`config.mk`:
```
export PLATFORM = sky130hd
export DESIGN_NAME = tone_detect
export DESIGN_NICKNAME = d
export VERILOG_FILES = /design/src/rtl/tone_detect.sv
export SDC_FILE = /design/constraint.sdc
export NUM_CORES = 1
export LEC_CHECK = 0
export ABC_AREA = 1
export BUFFER_PORTS_ARGS = -buffer_cell sky130_fd_sc_hd__buf_4
export CAP_MARGIN = 20
export CORE_UTILIZATION = 40
export DETAILED_ROUTE_END_ITERATION = 6
export SYNTH_ARGS = -nofsm -noshare
export SYNTH_HDL_FRONTEND = slang
export SYNTH_SLANG_ARGS = --single-unit
```
`constraint.sdc`:
```
create_clock -name clk -period 12 [get_ports clk]
set_input_delay 1.8 -clock clk [delete_from_list [all_inputs] [get_ports clk]]
set_output_delay 1.8 -clock clk [all_outputs]
set_load 0.05 [all_outputs]
```
`src/rtl/tone_detect.sv`:
```
// Tone detector: scans a magnitude frame one bin per cycle, debounces the peak bin
// over HOLD_FRAMES frames and presents detections on a valid/ready output.
// Optional macro TONE_DETECT_DOMINANCE_EN adds a max >= 2*second-max qualification.
module tone_detect #(
    parameter int NUM_FREQS   = 10,
    parameter int MAG_WIDTH   = 18,
    parameter int HOLD_FRAMES = 3,
    localparam int IDX_W      = (NUM_FREQS > 1) ? $clog2(NUM_FREQS) : 1
) (
    input  logic                           clk,
    input  logic                           rst,
    input  logic [NUM_FREQS*MAG_WIDTH-1:0] mag_in,
    input  logic                           mag_valid,
    input  logic [MAG_WIDTH-2:0]           thresh,
    output logic [IDX_W-1:0]               tone_idx,
    output logic [MAG_WIDTH-2:0]           tone_mag,
    output logic                           tone_valid,
    input  logic                           tone_ready,
    output logic                           busy,
    output logic                           overrun,
    input  logic                           ovr_clr
);

    typedef enum logic [1:0] {IDLE, SCAN, DECIDE, OUT} state_t;

    localparam logic [3:0]       HOLD_C   = 4'(HOLD_FRAMES);
    localparam logic [IDX_W-1:0] LAST_IDX = IDX_W'(NUM_FREQS - 1);

    state_t                         state_q, state_d;
    logic [NUM_FREQS*MAG_WIDTH-1:0] frame_q;
    logic [MAG_WIDTH-2:0]           thresh_q;
    logic [IDX_W-1:0]               scan_idx_q;
    logic [MAG_WIDTH-2:0]           max_q;
    logic [IDX_W-1:0]               max_idx_q;
    logic [3:0]                     cnt_q, cnt_next;
    logic [IDX_W-1:0]               cand_q;
    logic [MAG_WIDTH-1:0]           cur_raw;
    logic [MAG_WIDTH-2:0]           cur_mag;
    logic                           last_bin, qualify, same_idx, declare;

    // The frame register shifts down one bin per SCAN cycle, so bin 0 of what is left is current
    assign cur_raw  = frame_q[MAG_WIDTH-1:0];
    assign cur_mag  = cur_raw[MAG_WIDTH-1] ? '0 : cur_raw[MAG_WIDTH-2:0];
    assign last_bin = (scan_idx_q == LAST_IDX);
    assign same_idx = (max_idx_q == cand_q);

`ifdef TONE_DETECT_DOMINANCE_EN
    logic [MAG_WIDTH-2:0] sec_q;
    logic                 dominant;
    assign dominant = ({1'b0, max_q} >= {sec_q, 1'b0});
    assign qualify  = (max_q > thresh_q) && dominant;
`else
    assign qualify  = (max_q > thresh_q);
`endif

    always_comb begin
        cnt_next = '0;
        if (qualify) begin
            if (!same_idx)
                cnt_next = 4'd1;
            else if (cnt_q == HOLD_C)
                cnt_next = cnt_q;
            else
                cnt_next = cnt_q + 4'd1;
        end
    end

    // Declare only on the transition into HOLD; a saturated same-index count stays silent
    assign declare = qualify && (cnt_next == HOLD_C) && !(same_idx && (cnt_q == HOLD_C));

    always_ff @(posedge clk or posedge rst) begin
        if (rst)
            state_q <= IDLE;
        else
            state_q <= state_d;
    end

    always_comb begin
        state_d    = state_q;
        busy       = (state_q != IDLE);
        tone_valid = (state_q == OUT);
        case (state_q)
            IDLE:    if (mag_valid) state_d = SCAN;
            SCAN:    if (last_bin) state_d = DECIDE;
            DECIDE:  state_d = declare ? OUT : IDLE;
            OUT:     if (tone_ready) state_d = IDLE;
            default: state_d = IDLE;
        endcase
    end

    always_ff @(posedge clk or posedge rst) begin
        if (rst) begin
            frame_q    <= '0;
            thresh_q   <= '0;
            scan_idx_q <= '0;
            max_q      <= '0;
            max_idx_q  <= '0;
            cnt_q      <= '0;
            cand_q     <= '0;
            tone_idx   <= '0;
            tone_mag   <= '0;
`ifdef TONE_DETECT_DOMINANCE_EN
            sec_q      <= '0;
`endif
        end else begin
            case (state_q)
                IDLE: if (mag_valid) begin
                    frame_q    <= mag_in;
                    thresh_q   <= thresh;
                    scan_idx_q <= '0;
                    max_q      <= '0;
                    max_idx_q  <= '0;
`ifdef TONE_DETECT_DOMINANCE_EN
                    sec_q      <= '0;
`endif
                end
                SCAN: begin
                    frame_q    <= frame_q >> MAG_WIDTH;
                    scan_idx_q <= scan_idx_q + 1'b1;
                    if (cur_mag > max_q) begin
                        max_q     <= cur_mag;
                        max_idx_q <= scan_idx_q;
`ifdef TONE_DETECT_DOMINANCE_EN
                        sec_q     <= max_q;
                    end else if (cur_mag > sec_q) begin
                        sec_q     <= cur_mag;
`endif
                    end
                end
                DECIDE: begin
                    cnt_q  <= cnt_next;
                    cand_q <= qualify ? max_idx_q : '0;
                    if (declare) begin
                        tone_idx <= max_idx_q;
                        tone_mag <= max_q;
                    end
                end
                default: ;
            endcase
        end
    end

    always_ff @(posedge clk or posedge rst) begin
        if (rst)
            overrun <= 1'b0;
        else if (mag_valid && (state_q != IDLE))
            overrun <= 1'b1;
        else if (ovr_clr)
            overrun <= 1'b0;
    end

endmodule
```
==> flow_summary.ini, run 1 <==
[status]
status = complete, no violations

[worst_setup_path]
slowest_stage = buf_4
crit_start = mag_valid
cp_cell_sequence = buf_4 > inv_1 > nor2_4 > buf_4 > nor2_4 > buf_4 > buf_4 > inv_1 > o22ai_1
cp_max_fo = 97
cpMostUsedCell = buf_4
critPathLaunchType = input port
cp_num_buf_inv = 6
reg2reg_from = frame_q[17]
worst_setup_path_end_kind = flip-flop
required_ns = 12.45
critPathArrivalTime_ns = 4.48
crit_type = in -> reg
max_stage_delay_ns = 0.84
cp_top_family = buffers and inverters

[synthesis]
ys_async_sr_fraction = 1.00
synth_seq_cells = 254
synth.distinct_cells = 35
ys.warnings.count = 0
yosysSeqAreaShare = 0.547
synth-edff-count = 0
syn_nets = 1524
synthFlopType = dfrtp_1
synth_cells = 1285
synth.avg_cell_area_sq_um = 9.05
syn_area_sq_um = 11600

[grt]
antenna_found_initial = 1
track_usage = 0.219
grt_max_degree = 107
grt_pass1_vias = 9771
grt_pass1_wl_um = 50800
overflow = 0

[placed_design]
place_congestion = 0.810
dp_hpwl_um = 22100
io_buffers = 225

[clocking]
clkLatencyLatePin_ns = 0.54
cts_setup_buffers = 0
cts_hold_buf = 0
cts.clk_slew.worst_paths_ns = 0.06
cts_tree = built
clock-sinks = 254
cts_inserted_buffers = 29
cts-root-buf = clkbuf_16
cts_resized = 0
htree_num_levels = 1
cts_buffer_depth = 3

[sta]
setup_violations = 0
slew_headroom = 0.278
period_share = 0.336
period_needed_ns = 4.03
maxSlewViolCount = 0
hold_viol_final = 0
fin_skew_ns = 0.0120
fmax_mhz = 248
max_slew.worst_pin.slew_ns = 1.08
tns_ns = 0
rsz0062_at_grt = false

[drt]
drc = 0
firstDrtPassIters = 4
drt_iter0_drc = 667
via_count = 9529
wl_per_cell_um = 17.2
vias_per_cell = 5.08
antenna_left = 0
routed_wl_um = 32300

[floorplanning]
die_w_um = 172
pin_count = 226
initial_core_util = 0.406
die_area_sq_um = 29800
chipHeight_um = 172
rows = 62
core_region_area_sq_um = 28600

[final_layout]
antenna_cells = 0
fin_nets = 1710
areaGrowthSynthToFinish_pct = 25.0
utilization = 0.508
drive_gt1_frac = 0.204

[hold_path]
hold_class = reg -> reg
hold_path_startpoint = tone_mag[16]

[pwr]
p_leak_nw = 7.46
total_power_w = 0.00386
p_int_w = 0.00233
switching_power_w = 0.00152
sequentialPowerShare = 0.383
clkPwrFrac = 0.240
combPwrFrac = 0.377
ir_worst_vdd_v = 0.000178
power_density_nw_per_um2 = 265
sw_frac_of_total = 0.395

[run]
maxCapViolCount = 0
layout by cell type (no fill, tap or decap), drive strengths merged:
cell / n
dfrtp: 254
ha: 37
a21oi: 173
clkbuf: 40
nor2: 53
inv: 231
nand2: 156
o31ai: 1
nand3b: 1
o22ai: 166
nor3: 20
clkinvlp: 1
a31oi: 1
xor2: 1
o21ai: 49
nor3b: 1
nand4: 5
nor4: 1
a22o: 18
clkinv: 7
nand3: 31
xnor2: 5
buf: 233
a21o: 2
bufinv: 5
path summary, 6_finish.rpt:
check,slack (ns),endpoint,cells past startpoint
worst max-delay path,7.97,scan_idx_q[1],9
worst min-delay path,0.48,tone_mag[16],2
worst max register to register,8.18,max_idx_q[2],12
worst min register to register,0.48,tone_mag[16],2
max in group asynchronous,9.19,max_q[13],3
min in group asynchronous,1.36,frame_q[148],2
through the flow:
| stage | instances | area [sq um] | setup WS (ns) | hold slack [ns] |
|---|---|---|---|---|
| 5_1_grt | 1876 | 14500 | 7.75 | 0.509 |
| 3_3_place_gp | 1823 | 13500 | 7.47 | 0.464 |
| 4_1_cts | 1875 | 14500 | 8.00 | 0.484 |
| 2_1_floorplan | 1285 | 11600 | 3.21 | 0.448 |
| 3_5_place_dp | 1823 | 13500 | 7.44 | 0.472 |
| 6_report | 1876 | 14500 | 7.97 | 0.483 |
sequential cells by signal, summed over array words and instances (netlist names):
| register | cells |
|---|---|
| thresh_q | 17 |
| tone_idx | 4 |
| cnt_q | 4 |
| tone_mag | 17 |
| state_q | 2 |
| scan_idx_q | 4 |
| cand_q | 4 |
| max_idx_q | 4 |
| max_q | 17 |
| frame_q | 180 |
| overrun | 1 |
Yosys cell counts (2+ instances only):
| cell | number | area, sq um |
|---|---|---|
| buf_6 | 2 | 22.5 |
| nor2_4 | 4 | 45.0 |
| o21ai_1 | 15 | 75.1 |
| xnor2_1 | 5 | 43.8 |
| inv_2 | 4 | 15.0 |
| o22ai_1 | 166 | 1040 |
| inv_1 | 227 | 852 |
| nor2_1 | 43 | 161 |
| nand3_1 | 30 | 150 |
| nand4_2 | 2 | 25.0 |
| nor3_1 | 20 | 100 |
| clkbuf_2 | 2 | 10.0 |
| buf_1 | 7 | 26.3 |
| o21ai_0 | 34 | 170 |
| dfrtp_1 | 254 | 6360 |
| nand2_2 | 5 | 31.3 |
| nor2_2 | 6 | 37.5 |
| a21o_1 | 2 | 15.0 |
| ha_1 | 37 | 463 |
| nand2_1 | 150 | 563 |
| a22o_1 | 18 | 158 |
| nand4_1 | 2 | 12.5 |
| a21oi_1 | 173 | 866 |
| buf_2 | 35 | 175 |
| clkbuf_1 | 32 | 120 |
layer usage:
layer / global-route usage / up-vias / routed length (um)
li1: - / 4676 / -
met1: 0.285 / 4583 / 14100
met2: 0.364 / 223 / 15500
met3: 0.0552 / 45 / 2010
met4: 0.0531 / 2 / 686
met5: 0 / - / 17
tightest hold or removal path: stages, from the launching register on:
cell	delay [ns]
dfrtp_1	0.34
o21ai_1	0.06
nand2_1	0.05
power by group through the flow:
stage | sequential, W | combinational [W] | clock, W
5_1_grt | 0.00152 | 0.00166 | 0.000972
2_1_floorplan | 0.00140 | 0.00114 | 0
3_5_place_dp | 0.00149 | 0.00146 | 0
3_3_place_gp | 0.00149 | 0.00142 | 0
4_1_cts | 0.00148 | 0.00146 | 0.000943
6_report | 0.00148 | 0.00145 | 0.000925
final cells by class:
cell class,count,area (sq um)
clock buffer,40,807
clock inverter,12,188
fill,2757,14100
inverter,232,888
multi-input combinational,721,4050
sequential,254,6360
tap,384,480
timing repair buffer,233,1770
logic make-up after synthesis:
kind of cell,Yosys count,synth area share
fa+ha+maj,37,0.0398
flops,254,0.547
buf+inv,310,0.105
compound gates,410,0.201
xor+xnor,6,0.00452
simple gates,268,0.103
Power figures use the tool's default switching activity.
==> run 2, diff against run 1 <==
Clock period 12 ns to 3.5 ns, I/O delays scaled along.
==> run 2 against run 1 <==
Compared with the run above: utilization grew 0.35 points; combinational power rose to 3.6 times the previous value; hold slack got worse by 0.42 ns; non-clock buffer count grew 9; via count is 1.3% lower; worst setup slack worse by 7.1 ns; clock power grew to 3.3 times the previous value; register-to-register slack worse by 7.3 ns; global-route usage decreased by 0.11 points; final cell count is 0.43% higher; sequential power grew to 3.4 times the previous value; clock-buffer cell count shrank 2.
==> flow_summary.ini, run 2 (synthesis results as in run 1) <==
[worst_setup_path]
slowest_stage = nand2_1
worst_setup_path_end_kind = flip-flop
crit_type = reg -> reg
cp_max_fo = 33
cp_cell_sequence = buf_4 > nor2_1 > ha_1 > a21oi_1 > o21ai_0 > nand2_1 > nand3_1 > nand2_1 > nand3_1 > nand2_1 > nand2_1 > nand2_1 > nand2_1
cp_num_buf_inv = 1
max_stage_delay_ns = 0.44
cpMostUsedCell = nand2_1
critPathLaunchType = flip-flop
critPathArrivalTime_ns = 3.06
required_ns = 3.91
cp_top_family = simple AND/OR/NAND/NOR gates

[clocking]
htree_num_levels = 1
clock-sinks = 254
cts_buffer_depth = 3
cts.clk_slew.worst_paths_ns = 0.06
cts-root-buf = clkbuf_16
cts_resized = 0
cts_hold_buf = 0
cts_inserted_buffers = 28
cts_tree = built
clkLatencyLatePin_ns = 0.54
cts_setup_buffers = 0

[drt]
drc = 0
antenna_left = 0
drt_iter0_drc = 583
firstDrtPassIters = 5
vias_per_cell = 4.99
routed_wl_um = 32400
via_count = 9401
wl_per_cell_um = 17.2

[pwr]
combPwrFrac = 0.394
clkPwrFrac = 0.231
ir_worst_vdd_v = 0.000517
p_leak_nw = 7.52
sw_frac_of_total = 0.398
power_density_nw_per_um2 = 905
switching_power_w = 0.00527
p_int_w = 0.00797
total_power_w = 0.0132
sequentialPowerShare = 0.375

[sta]
period_share = 0.760
fin_skew_ns = 0.0143
slew_headroom = 0.308
period_needed_ns = 2.66
hold_viol_final = 0
max_slew.worst_pin.slew_ns = 1.04
fmax_mhz = 376
setup_violations = 0
maxSlewViolCount = 0
rsz0062_at_grt = false
hold_ws_ns = 0.0589
fin_ws_ns = 0.842

[final_layout]
fin_nets = 1718
antenna_cells = 0
layout_common_cells = dfrtp_1, buf_4, inv_1, a21oi_1, o22ai_1
drive_gt1_frac = 0.211
areaGrowthSynthToFinish_pct = 25.9
largest-register = frame_q
final_common_cell = dfrtp_1
largest_reg_flops = 180

[grt]
grt_max_degree = 86
grt_pass1_wl_um = 50300
grt_pass1_vias = 9344
track_usage = 0.218
antenna_found_initial = 0
overflow = 0

[placed_design]
place_congestion = 0.856
io_buffers = 225
preCtsSetupSlack_ns = 0.860
dp_hpwl_um = 22700

[floorplanning]
initial_core_util = 0.406
die_w_um = 172
rows = 62
core_region_area_sq_um = 28600
pin_count = 226
chipHeight_um = 172
die_area_sq_um = 29800

[run]
maxCapViolCount = 0

[hold_path]
hold_class = in -> async

[status]
status = complete, no violations
run 2: changes by cell type in the layout (fill, tap and decap cells not counted), sizes merged:
cell / change
buf: +9
clkinv: +3
bufinv: -2
clkbuf: -2
clkinvlp: +1
inv: -1
run 2: stage by stage:
stage	TNS, ns	cell area [sq um]	utilization	std cells
after floorplan	-93.64	11600	-	1285
after global placement	0	13700	0.478	1833
after detailed placement	0	13700	0.478	1833
final	0	14600	0.511	1884
after global routing	0	14600	0.511	1884
after CTS	0	14600	0.511	1884
run 2: power by group through the flow:
stage	Clock, W	Combinational, W	Sequential, W
2_1_floorplan	0	0.00391	0.00481
3_3_place_gp	0	0.00517	0.00499
3_5_place_dp	0	0.00527	0.00501
4_1_cts	0.00311	0.00529	0.00497
5_1_grt	0.00323	0.00596	0.00511
6_report	0.00306	0.00522	0.00496
run 2: layer usage:
| metal | vias to the layer above | wire (um) | track usage |
|---|---|---|---|
| li1 | 4699 | - | - |
| met1 | 4420 | 14000 | 0.285 |
| met2 | 235 | 15200 | 0.353 |
| met3 | 47 | 2380 | 0.0602 |
| met4 | 0 | 834 | 0.0589 |
| met5 | - | 0 | 0 |
run 2: worst paths after layout:
path | start | endpoint | slack, ns | depth (start not counted)
min in group clk | ovr_clr | overrun | 0.19 | 2
worst max register to register | frame_q[17] | max_q[8] | 0.84 | 13
worst min register to register | thresh_q[0] | thresh_q[0] | 0.48 | 2
worst min-delay path | rst | frame_q[163] | 0.06 | 2
max in group asynchronous | rst | frame_q[78] | 2.71 | 3
worst max-delay path | frame_q[17] | max_q[8] | 0.84 | 13
run 2: area by class of cell:
type                    instances  area (sq um)
inverters                     232           885
flip-flops and latches        254          6360
multi-input cells             721          4050
clock inverters                13           143
clock buffers                  38           820
fillers                      2747         14000
well taps                     384           480
repair buffers                242          1900
